$ cat src/rtl/ff_reg_bank.sv
`default_nettype none
// ============================================================================
//  Module      : ff_reg_bank
//  Description : WIDTH-bit multi-mode register bank. Supports hold, parallel
//                load, per-bit JK, toggle mask, shift left/right with serial
//                in/out, and up/down counting. It has a clock enable, a
//                counter wrap pulse and a change-detect pulse. All outputs
//                are registered.
//  Revision    : 1.0 - initial release
// ============================================================================
module ff_reg_bank #(
    parameter int               WIDTH     = 8,
    parameter logic [WIDTH-1:0] RESET_VAL = {WIDTH{1'b0}}
) (
    input  logic             clk,
    input  logic             rst,
    input  logic             en,
    input  logic [2:0]       mode,
    input  logic [WIDTH-1:0] d,
    input  logic [WIDTH-1:0] j,
    input  logic [WIDTH-1:0] k,
    input  logic [WIDTH-1:0] t,
    input  logic             sin,
    output logic [WIDTH-1:0] q,
    output logic             sout,
    output logic             wrap,
    output logic             changed
);

    localparam logic [2:0]       c_mode_hold   = 3'b000;
    localparam logic [2:0]       c_mode_load   = 3'b001;
    localparam logic [2:0]       c_mode_jk     = 3'b010;
    localparam logic [2:0]       c_mode_toggle = 3'b011;
    localparam logic [2:0]       c_mode_shl    = 3'b100;
    localparam logic [2:0]       c_mode_shr    = 3'b101;
    localparam logic [2:0]       c_mode_cntup  = 3'b110;
    localparam logic [2:0]       c_mode_cntdn  = 3'b111;
    localparam logic [WIDTH-1:0] c_one         = {{(WIDTH-1){1'b0}}, 1'b1};
    localparam logic [WIDTH-1:0] c_zero        = {WIDTH{1'b0}};

    logic [WIDTH-1:0] r_q;
    logic             r_sout;
    logic             r_wrap;
    logic             r_changed;

    logic [WIDTH-1:0] w_q_next;
    logic             w_sout_next;
    logic             w_wrap_next;

    // Next-state decode for an enabled edge; sout holds outside the shift modes
    always_comb begin
        w_q_next    = r_q;
        w_sout_next = r_sout;
        w_wrap_next = 1'b0;
        case (mode)
            c_mode_hold:   w_q_next = r_q;
            c_mode_load:   w_q_next = d;
            // JK characteristic per bit: set where J and Q=0, keep where K=0 and Q=1
            c_mode_jk:     w_q_next = (j & ~r_q) | (~k & r_q);
            c_mode_toggle: w_q_next = r_q ^ t;
            c_mode_shl: begin
                w_q_next    = {r_q[WIDTH-2:0], sin};
                w_sout_next = r_q[WIDTH-1];
            end
            c_mode_shr: begin
                w_q_next    = {sin, r_q[WIDTH-1:1]};
                w_sout_next = r_q[0];
            end
            c_mode_cntup: begin
                w_q_next    = r_q + c_one;
                w_wrap_next = &r_q;
            end
            c_mode_cntdn: begin
                w_q_next    = r_q - c_one;
                w_wrap_next = (r_q == c_zero);
            end
            default: w_q_next = r_q;
        endcase
    end

    // State update: reset overrides everything, then enable gates the decode
    always_ff @(posedge clk) begin
        if (rst) begin
            r_q       <= RESET_VAL;
            r_sout    <= 1'b0;
            r_wrap    <= 1'b0;
            r_changed <= 1'b0;
        end else if (en) begin
            r_q       <= w_q_next;
            r_sout    <= w_sout_next;
            r_wrap    <= w_wrap_next;
            r_changed <= (w_q_next != r_q);
        end else begin
            r_wrap    <= 1'b0;
            r_changed <= 1'b0;
        end
    end

    assign q       = r_q;
    assign sout    = r_sout;
    assign wrap    = r_wrap;
    assign changed = r_changed;

endmodule
`default_nettype wire

$ cat config.mk
export PLATFORM = sky130hd
export DESIGN_NAME = ff_reg_bank
export DESIGN_NICKNAME = d
export VERILOG_FILES = /design/src/rtl/ff_reg_bank.sv
export SDC_FILE = /design/constraint.sdc
export NUM_CORES = 1
export LEC_CHECK = 0
export ABC_AREA = 1
export ABC_CLOCK_PERIOD_IN_PS = 1800
export CAP_MARGIN = 0
export CORE_UTILIZATION = 44
export CTS_BUF_LIST = sky130_fd_sc_hd__clkbuf_8
export CTS_CLUSTER_DIAMETER = 30
export DETAILED_ROUTE_END_ITERATION = 16
export GPL_ROUTABILITY_DRIVEN = 0
export PLACE_DENSITY = 0.85
export SETUP_SLACK_MARGIN = 0.4
export SYNTH_ARGS = -nofsm -noshare
export SYNTH_HDL_FRONTEND = slang
export SYNTH_SLANG_ARGS = --single-unit
$ cat constraint.sdc
create_clock -name clk -period 1.8 [get_ports clk]
set_input_delay 0.36 -clock clk [delete_from_list [all_inputs] [get_ports clk]]
set_output_delay 0.36 -clock clk [all_outputs]
set_load 0.02 [all_outputs]
==> run metrics <==
status complete, but fails checks; failing checks negative setup slack; worst setup margin -168 ps; WL/cell between 15 and 20 um; drt pass-1 iters 5; reg2reg setup slack -110 ps; Sum Neg Setup Slack -168 ps; final core occ 0.836; Leak between 1 and 1.5 nW; worst-path fanout max 7; worst-path cell chain buf_6 > buf_8 > nand2_8 > nor2_8 > ha_4 > inv_2 > o21bai_1 > nor2_1 > nand2_1 > nand2_1 > nand3_2 > nand3_1 > nand2_1 > nor2_1 > nand3_1 > nand2_1 > inv_1; Hold WC Path Type flip-flop to flip-flop; Critical Path AT about 2100 ps; hpwl dp approximately 4400 um; FMAX just over 500 MHz; largest net degree at the start of global routing 13; Worst-Margin Slew about 410 ps; Setup CP Type input pin to flip-flop; Async S/R FF share, synth 0; Area contributors post-synth nand2_1 18%, dfxtp_1 14%, nand3_1 11%, o21ai_0 9.9%, inv_1 6.5%; Worst path max stage delay about 250 ps; ys flop type dfxtp_1; die footprint around 3900 sq um; CTS tree yes; Rows 21; Yosys top cell area share 0.179; CTS buffer count 3; worst rel slew slack 0.724; most common cell in the synthesized netlist nand2_1; post-synthesis register bit count 11; Yosys cell types 38; all-layer global routing usage 0.330; Seq/Total Area, Yosys 0.137; Final ANT Viol Nets 0; Yosys warnings 0; post-synth top area cell nand2_1; fraction of final layout cells sized beyond drive strength 1 0.389; Die W 62.5 um; clk buf depth 2; vias in the first global route 2310; final net count ~420; Root Buffer clkbuf_8; Worst-Skew Late Latency 250 ps; post-synthesis cell area about 1600 sq um; routed vias 2480; clk_skew around 0.75 ps; DR vias/cell slightly below 6; max-cap violations 0; H-tree depth 1; min Tclk post-route between 1500 and 2000 ps; PortBufs 49; total core area around 3400 sq um; Mean Syn Cell Area around 5.7 sq um; Post-CTS Hold Buffers 0; RSZ-0062 raised after global routing yes; Initial Util 0.472; first-pass GRT wire length 10400 um; synth cell count leaders 77 x nand2_1, 37 x nand3_1, 32 x o21ai_0, 28 x inv_1, 16 x nor2_1; drt total wl between 6000 and 7000 um; Synth Net Count ~320; initial antenna violation count 0; Worst Path Required 1950 ps; Critical Path End Type flip-flop; gr ovfl total 0; period utilisation layout 1.09; n_diodes 0; Final Hold Viols 0; Worst setup SP type input pin; Starting DRT DRC Count 261; Ports 50; overall power 0.00133 W; EDFF count, synth 0; Die H approximately 63 um; peak supply drop 0.431 mV; Cells after Synth about 280; Slowest cell on crit path ha_4; Clock transition at path regs about 60 ps; Post-route DRC 0; Area growth syn-to-layout 77.3%; crit-path most repeated cell nand2_1; cell total after placement a little over 400; # clock sinks 11; Power Density approximately 470 nW/um^2; Slew Limit Fails 0; Non-Filler Instances around 420; final setup vio count 1
[state kept, by name, summed over array words and instances (netlist names)]
name / cells
changed: 1
sout: 1
wrap: 1
q: 8
[placed cells by master, fill, tap and decap left out, types with 4 or more instances in the layout]
cell type / instances
o21ai_2: 4
nor3_2: 4
nor2_4: 4
xnor2_1: 5
nand2_2: 18
nand4_1: 4
nand3_1: 24
buf_6: 8
inv_2: 4
o21ai_0: 19
nor2_1: 11
a21oi_1: 7
nand3_2: 14
clkdlybuf4s50_1: 35
inv_1: 23
o22ai_1: 5
nand2_4: 5
o21ai_1: 11
buf_4: 47
nand2_1: 60
dfxtp_1: 8
[routing by layer]
layer	part of all wire	global-route usage	vias to the layer above	routed length (um)
met1	0.37	0.393	1104	2570
met5	0	0	-	0
met4	0.057	0.174	0	389
met2	0.47	0.556	184	3210
li1	-	-	1143	-
met3	0.10	0.0620	49	710
[layout make-up]
type                    count  area [sq um]
flip-flops and latches     11           226
multi-input cells         226          1480
inverters                  30           124
repair buffers            104           925
fillers                   204           559
well taps                  46          57.6
clock inverters             1          3.75
clock buffers               3          41.3
[critical path, delay by kind of cell]
family                     cells  cell delay, ps
buffers and inverters          4             290
adders and majority gates      1             250
and+or+nand+nor               11            1130
AOI/OAI and AO/OA              1              90
[final timing paths]
path / from / depth (start not counted) / endpoint
max: mode[1] / 17 / changed
min: sout / 2 / sout
max reg2reg: q[1] / 18 / changed
min reg2reg: sout / 2 / sout
[where the power goes]
group / internal (W) / switching, W / total (W)
clock network: 0.000151 / 0.000119 / 0.000270
registers: 0.000262 / 0.0000225 / 0.000285
logic: 0.000358 / 0.000416 / 0.000774
total: 0.000771 / 0.000558 / 0.00133
[logic make-up after synthesis]
logic type	Yosys count	synth area share
flip-flops	11	0.137
buffers and inverters	44	0.128
XOR/XNOR	6	0.0326
AND/OR/NAND/NOR	158	0.472
adder cells (fa/ha/maj)	3	0.0233
AO/OA/AOI/OAI	59	0.207
[through the flow]
step	cell area (sq um)	hold WS (ps)	setup WS, ps
2_1_floorplan	1700	429	-88.9
3_3_place_gp	2480	459	-785
3_5_place_dp	2480	478	-824
4_1_cts	2690	488	-10.4
5_1_grt	2860	512	-236
6_report	2860	477	-168
[what timing repair did]
item / CTS / global route
resized for setup: 78 / 43
setup buffers: 5 / 5
pin swaps: 25 / 28
endpoints found under the hold margin: 0 / 0
setup endpoints to repair: 22 / 18
No activity file was read; power rests on OpenSTA's default activity.
